--- config.mk ---
export PLATFORM = sky130hd
export DESIGN_NAME = booth_r8_datapath
export DESIGN_NICKNAME = d
export VERILOG_FILES = /design/src/rtl/booth_r8_datapath.sv
export SDC_FILE = /design/constraint.sdc
export NUM_CORES = 1
export LEC_CHECK = 0
export BUFFER_PORTS_ARGS = -buffer_cell sky130_fd_sc_hd__buf_2
export CORE_MARGIN = 1
export CORE_UTILIZATION = 45
export DETAILED_ROUTE_END_ITERATION = 7
export GPL_TIMING_DRIVEN = 0
export PLACE_DENSITY_LB_ADDON = 0.25
export SLEW_MARGIN = 20
export SYNTH_ARGS = -nofsm -noshare
export SYNTH_HDL_FRONTEND = slang
export SYNTH_SLANG_ARGS = --single-unit
--- constraint.sdc ---
create_clock -name clk -period 9.9 [get_ports clk]
set_clock_uncertainty 0.05 [all_clocks]
set_input_delay 1.485 -clock clk [delete_from_list [all_inputs] [get_ports clk]]
set_output_delay 1.485 -clock clk [all_outputs]
set_load 0.01 [all_outputs]
--- src/rtl/booth_r8_datapath.sv ---
// Sequential signed radix-8 Booth multiplier datapath: captures an operand pair on
// each start, retires one Booth digit per cycle, and publishes the product on the next start.
module booth_r8_datapath #(
  parameter int k = 8
) (
  input  logic           clk,
  input  logic           rst,
  input  logic           start,
  input  logic [k-1:0]   a,
  input  logic [k-1:0]   b,
  output logic [2*k-1:0] product,
  output logic           valid,
  output logic           busy
);

  localparam int N  = (k + 2) / 3;
  localparam int BW = 3 * N;
  localparam int IW = $clog2(N + 1);
  localparam int PW = k + 3;
  localparam int AW = 2 * k;

  typedef enum logic [1:0] {
    IDLE     = 2'd0,
    RUN      = 2'd1,
    COMPLETE = 2'd2
  } state_t;

  state_t                state_r;
  state_t                state_s;
  logic [IW-1:0]         idx_r;
  logic signed [k-1:0]   a_r;
  logic signed [k+1:0]   a3_r;
  logic [BW:0]           b_sh_r;
  logic signed [AW-1:0]  acc_r;
  logic [2*k-1:0]        product_r;
  logic                  valid_r;
  logic                  busy_r;

  logic                  last_digit_s;
  logic [3:0]            win_s;
  logic                  neg_s;
  logic [2:0]            mag_s;
  logic signed [PW-1:0]  a_ext_s;
  logic signed [PW-1:0]  mult_s;
  logic signed [PW-1:0]  pp_s;
  logic signed [AW-1:0]  pp_ext_s;

  assign last_digit_s = (idx_r == IW'(N - 1));
  assign win_s        = b_sh_r[3:0];
  assign a_ext_s      = PW'(a_r);

  // Next-state logic: start always restarts, RUN ends after the last digit.
  always_comb begin
    state_s = state_r;
    if (start) begin
      state_s = RUN;
    end else begin
      case (state_r)
        IDLE:     state_s = IDLE;
        RUN:      state_s = last_digit_s ? COMPLETE : RUN;
        COMPLETE: state_s = COMPLETE;
        default:  state_s = IDLE;
      endcase
    end
  end

  // Booth recoding of the window {B[3i+2], B[3i+1], B[3i], B[3i-1]} into sign and magnitude.
  always_comb begin
    {neg_s, mag_s} = 4'b0000;
    case (win_s)
      4'b0000: {neg_s, mag_s} = 4'b0000;
      4'b0001: {neg_s, mag_s} = 4'b0001;
      4'b0010: {neg_s, mag_s} = 4'b0001;
      4'b0011: {neg_s, mag_s} = 4'b0010;
      4'b0100: {neg_s, mag_s} = 4'b0010;
      4'b0101: {neg_s, mag_s} = 4'b0011;
      4'b0110: {neg_s, mag_s} = 4'b0011;
      4'b0111: {neg_s, mag_s} = 4'b0100;
      4'b1000: {neg_s, mag_s} = 4'b1100;
      4'b1001: {neg_s, mag_s} = 4'b1011;
      4'b1010: {neg_s, mag_s} = 4'b1011;
      4'b1011: {neg_s, mag_s} = 4'b1010;
      4'b1100: {neg_s, mag_s} = 4'b1010;
      4'b1101: {neg_s, mag_s} = 4'b1001;
      4'b1110: {neg_s, mag_s} = 4'b1001;
      4'b1111: {neg_s, mag_s} = 4'b0000;
      default: {neg_s, mag_s} = 4'b0000;
    endcase
  end

  // Multiple selection and weighting by 8^i; accumulation wraps modulo 2^(2k).
  always_comb begin
    mult_s = '0;
    case (mag_s)
      3'd0:    mult_s = '0;
      3'd1:    mult_s = a_ext_s;
      3'd2:    mult_s = a_ext_s <<< 1;
      3'd3:    mult_s = PW'(a3_r);
      3'd4:    mult_s = a_ext_s <<< 2;
      default: mult_s = '0;
    endcase
    if (neg_s) begin
      pp_s = -mult_s;
    end else begin
      pp_s = mult_s;
    end
    pp_ext_s = AW'(pp_s) <<< (32'd3 * 32'(idx_r));
  end

  // State and busy registers.
  always_ff @(posedge clk or negedge rst) begin
    if (!rst) begin
      state_r <= IDLE;
      busy_r  <= 1'b0;
    end else begin
      state_r <= state_s;
      busy_r  <= (state_s == RUN);
    end
  end

  // Operand capture, digit accumulation and product retire.
  always_ff @(posedge clk or negedge rst) begin
    if (!rst) begin
      a_r       <= '0;
      a3_r      <= '0;
      b_sh_r    <= '0;
      acc_r     <= '0;
      idx_r     <= '0;
      product_r <= '0;
      valid_r   <= 1'b0;
    end else if (start) begin
      a_r    <= a;
      a3_r   <= (k+2)'(signed'(a)) + ((k+2)'(signed'(a)) <<< 1);
      b_sh_r <= {BW'(signed'(b)), 1'b0};
      acc_r  <= '0;
      idx_r  <= '0;
      if (state_r == COMPLETE) begin
        product_r <= acc_r;
        valid_r   <= 1'b1;
      end else begin
        valid_r   <= 1'b0;
      end
    end else begin
      valid_r <= 1'b0;
      if (state_r == RUN) begin
        acc_r  <= acc_r + pp_ext_s;
        idx_r  <= idx_r + IW'(1);
        b_sh_r <= {{3{b_sh_r[BW]}}, b_sh_r[BW:3]};
      end
    end
  end

  assign product = product_r;
  assign valid   = valid_r;
  assign busy    = busy_r;

endmodule

* Word-level counts from Yosys, hierarchy flattened *
Memories as Yosys holds them, arrays and structs flattened.
Index checks and enable logic that the tools add are counted.

cells by class
  reduce and logical (&&, ||, !) cells = 2
  $add $sub $neg = 4
  muxes and demuxes = 13
  $mul = 1
  shift-type cells = 1
  eq/ne operators = 8

operators by type and width
  operator                                                                count
  11-bit one-hot mux with 4 select lines                                  1
  16-bit two-way mux                                                      2
  16-bit adder                                                            1
  11-bit by 4-bit <<< shifter with 16-bit output                          1
  11-bit two-way mux                                                      1
  11-bit negation                                                         1
  8-bit by 9-bit adder with 10-bit output                                 1
  10-bit two-way mux                                                      1
  9-bit two-way mux                                                       1
  2-bit two-way mux                                                       4
  3-bit by 2-bit equality test with 1-bit output (second input constant)  2
  2-bit by 1-bit equality test with 1-bit output (second input constant)  2
  2-bit equality test (second input constant)                             2
  2-bit by 2-bit multiplier with 4-bit output (first input constant)      1
  2-bit one-hot mux with 2 select lines                                   1
  3-bit by 1-bit equality test with 1-bit output (second input constant)  1
  3-bit equality test (second input constant)                             1
  2-bit by 1-bit adder with 2-bit output (second input constant)          1
  1-bit two-way mux                                                       2
  2-bit AND reduction                                                     1
  2-bit nonzero test                                                      1

word-level totals
  register bits after elaboration = 66
  logic and storage cells = 40
  input port bits = 19
  ROM bits = 64
  memories = 1

memory list
  memory           depth  bits a word  rd ports  clocked after memory_dff  write ports  line  text
  (no name shown)  16     4            1         0                         0            70    case (win_s)

* Logic depth before layout (Yosys ltp) *
An unclocked memory read counts as a cell.

  depth in word-level cells = 9
  depth in mapped cells = 27
  depth with buffers taken out = 26

* Least setup slack after synthesis *
Ideal clock, no wire load.

  path type = flip-flop to flip-flop
  start = register b_sh_r[0]
  end = register acc_r[15]
  clock period less this slack = 5782 ps
  arrival = 5593 ps
  cell stages (with the launch flop) = 26
  setup slack = 4118 ps
  cells stage by stage = dfrtp_1 ha_1 buf_2 mux4_2 a32o_2 nor2_1 ha_1 nand3b_1 nor3_2 a41oi_1 xor2_1 mux2_2 mux2i_1 a21oi_1 o2bb2ai_1 ha_1 nand3_1 nand2_1 a41o_1 o41ai_1 o21a_1 o21ai_0 nor2b_1 o21ai_0 nand2b_1 or4_1

on the way
  word-level cells in the longest chain between the ends = 9

ends and longest elaborated chain
  item                                               line  text
  from (decl)                                        33    logic [BW:0] b_sh_r;
  from (signal assigned)                             134   b_sh_r <= {BW'(signed'(b)), 1'b0};
  from (signal assigned)                             148   b_sh_r <= {{3{b_sh_r[BW]}}, b_sh_r[BW:3]};
  memory 16 x 4 bit *                                -
  3-bit equality test, or another cell as far along  94    case (mag_s)
  11-bit one-hot mux with 4 select lines             94
  11-bit negation                                    103   pp_s = -mult_s;
  11-bit two-way mux *                               102   if (neg_s) begin
  11-bit by 4-bit <<< shifter with 16-bit output *   107   pp_ext_s = AW'(pp_s) <<< (32'd3 * 32'(idx_r));
  16-bit adder *                                     146   acc_r <= acc_r + pp_ext_s;
  16-bit two-way mux *                               145   if (state_r == RUN) begin
  16-bit two-way mux *                               131   end else if (start) begin
  to (signal assigned)                               146
  to (decl)                                          34    logic signed [AW-1:0] acc_r;

Every way passes the cells marked *; elsewhere a longest branch is shown, timed or not. The select of a mux whose other input is x is not followed.
A chain may end at the register's enable or synchronous reset.

* Worst setup path in the final report *
Same ends and word-level chain as after synthesis.

==> flow_summary.json <==
{
  "status": "finished, final reports clean",
  "maxSlewHeadroom": 0.456,
  "ys_seq_elements": 64,
  "synth-edff-count": 0,
  "num_vias": 4378,
  "cts-root-buf": "clkbuf_16",
  "drt_iter0_drc": 313,
  "dieWidth_um": 109,
  "ys_top_cells_by_area": "dfrtp_1 31%, ha_1 7.9%, mux2_2 7.1%, mux2i_1 6.2%, nor2_1 3.6%",
  "synthFlopType": "dfrtp_1",
  "ys_warn_count": 0,
  "dp.final_hpwl_um": 9590,
  "grt_pass1_vias": 4428,
  "nNetsFinal": 653,
  "wirelength_um": 12400,
  "synth_top_area_frac": 0.308,
  "drv_slew": 0,
  "antenna_found_initial": 0,
  "worstPathArrival_ns": 6.91,
  "n_antenna_cell": 0,
  "endpoint_kind": "register",
  "yosysSeqAreaShare": 0.308,
  "tightest_slew_ns": 0.817,
  "cts_buffers": 9,
  "die-area_mm2": 0.0120,
  "grt_max_degree": 57,
  "leakagePower_uw": 0.00277,
  "finalPower_uw": 2310,
  "ant_nets": 0,
  "synth_area_per_cell_um2": 9.43,
  "grt_pass1_wl_um": 21400,
  "slowest_stage": "mux4_2",
  "async_reset_ff_frac": 1.00,
  "path_class": "reg2reg",
  "port_buffers": 36,
  "grt_usage": 0.232,
  "clock.fmax_mhz": 148,
  "holdPathEnd": "product[11]",
  "min_period_ns": 6.76,
  "start_util": 0.471,
  "grt_setup_unrepaired": "false",
  "drive_above_1_share": 0.194,
  "rr_startpoint": "b_sh_r[0]",
  "clockBufferDepth": 2,
  "via_per_inst": 5.88,
  "crit_top_cell": "ha_1",
  "vdd_drop_max_mv": 0.209,
  "rr_endpoint": "acc_r[15]",
  "startpoint_type": "register",
  "setup-tns-final_ns": 0,
  "finalSetupViolations": 0,
  "hold_viol": 0,
  "reg2reg_slack_ns": 3.14,
  "num-fill-cells": 1044,
  "io_pins": 37,
  "cts_sinks": 64,
  "fp-row-count": 38,
  "cap_violations": 0,
  "ys_types": 75,
  "worstHoldPathCells": 1,
  "syn_inst": 551,
  "reg2reg_depth": 25,
  "die_h_um": 109,
  "crit_family": "compound AO/OA/AOI/OAI gates",
  "post_cts_buffers": 0,
  "h-tree-depth": 3,
  "drc": 0,
  "fin_crit_sh": 0.683,
  "critical_path_required_ns": 10.05,
  "gp_congestion": 0.905,
  "critPathMaxStageDelay_ns": 0.57,
  "wire_per_inst_um": 16.7,
  "syn2layout_area_growth_pct": 12.6,
  "synth_common_cells": "64 x dfrtp_1, 50 x nor2_1, 33 x ha_1, 33 x mux2_2",
  "yosysMostFrequentCell": "dfrtp_1",
  "cts.clk_slew.worst_paths_ns": 0.05,
  "synth_top_area_cell": "dfrtp_1",
  "insertion_delay_ns": 0.34,
  "path_max_fanout": 7,
  "syn_nets": 605,
  "hp-class": "reg2reg",
  "coreArea_mm2": 0.0110,
  "hp-start": "product[11]",
  "grt-ovfl-total": 0,
  "drtPass1Iterations": 5,
  "p_per_area_mw_per_mm2": 394,
  "syn-cell-area_mm2": 0.00520,
  "cts_tree": "built",
  "path_buf_inv": 2,
  "cts_resized": 0,
  "cts_hold_buf": 0
}
power by group:
part	switching, µW	internal [µW]	total, µW
combinational	936	696	1630
sequential	53.0	335	388
clock	110	175	285
total	1100	1210	2310
worst max path at each step:
stage	from	end	cells past startpoint	slack (ns)
2_1_floorplan	b_sh_r[0]	acc_r[15]	25	4.12
3_3_place_gp	b_sh_r[0]	acc_r[15]	25	3.24
3_5_place_dp	b_sh_r[0]	acc_r[15]	25	3.18
4_1_cts	b_sh_r[0]	acc_r[15]	25	3.13
5_1_grt	b_sh_r[0]	acc_r[15]	26	2.55
6_report	b_sh_r[0]	acc_r[15]	25	3.14
layout by cell type, fill, tap and decap left out, types with 6 or more instances in the layout:
master	synthesis	layout
buf_2	6	41
xor2_1	6	6
nor2b_1	12	12
o21ai_0	32	32
nor3_1	17	17
a211oi_1	8	8
mux2i_1	32	32
ha_1	33	33
nand3_1	7	7
xnor2_1	17	17
clkbuf_1	18	21
a21o_1	9	9
clkbuf_16	0	9
inv_1	19	19
dfrtp_1	64	64
nand4_1	6	6
mux2_2	33	33
and2_1	7	7
a21oi_1	28	28
nor2_1	50	50
a31oi_1	7	7
nand2_1	29	29
nand2b_1	7	7
cell type report:
cell class,instances,area [µm²],area share
clock inverters,3,17.5,0.00299
well taps,140,175,0.0299
clock buffers,13,250,0.0428
multi-input cells,434,3370,0.576
plain buffers,30,139,0.0237
inverters,23,86.3,0.0148
repair buffers,37,210,0.0359
flip-flops and latches,64,1600,0.274
metrics by stage:
| step | std cells | hold WS, ns | area (µm²) | utilization | worst slack [ns] |
|---|---|---|---|---|---|
| finish | 744 | 0.447 | 5850 | 0.530 | 3.14 |
| global route | 744 | 0.465 | 5850 | 0.530 | 2.55 |
| CTS | 744 | 0.451 | 5850 | 0.530 | 3.13 |
| detailed placement | 728 | 0.440 | 5580 | 0.506 | 3.18 |
| global placement | 727 | 0.432 | 5550 | 0.503 | 3.24 |
| floorplan | 551 | 0.424 | 5200 | - | 4.12 |
sequential cells by signal, indices dropped and copies added, names as in the netlist:
register	cells
acc_r	16
product	16
b_sh_r	10
a3_r	8
a_r	8
idx_r	2
state_r	2
busy	1
valid	1
kinds of logic after synthesis:
logic type	share of synthesized area
adder cells (fa/ha/maj)	0.0871
XOR/XNOR	0.0388
AO/OA/AOI/OAI	0.188
flip-flops	0.308
AND/OR/NAND/NOR	0.184
multiplexers	0.150
buffers and inverters	0.0433
per-layer routing:
metal	track usage	vias up	share of wire
li1	-	2143	-
met1	0.311	2090	0.47
met2	0.369	127	0.45
met3	0.0510	18	0.058
met4	0.0810	0	0.017
met5	0	-	0
Power figures use the tool's default switching activity.
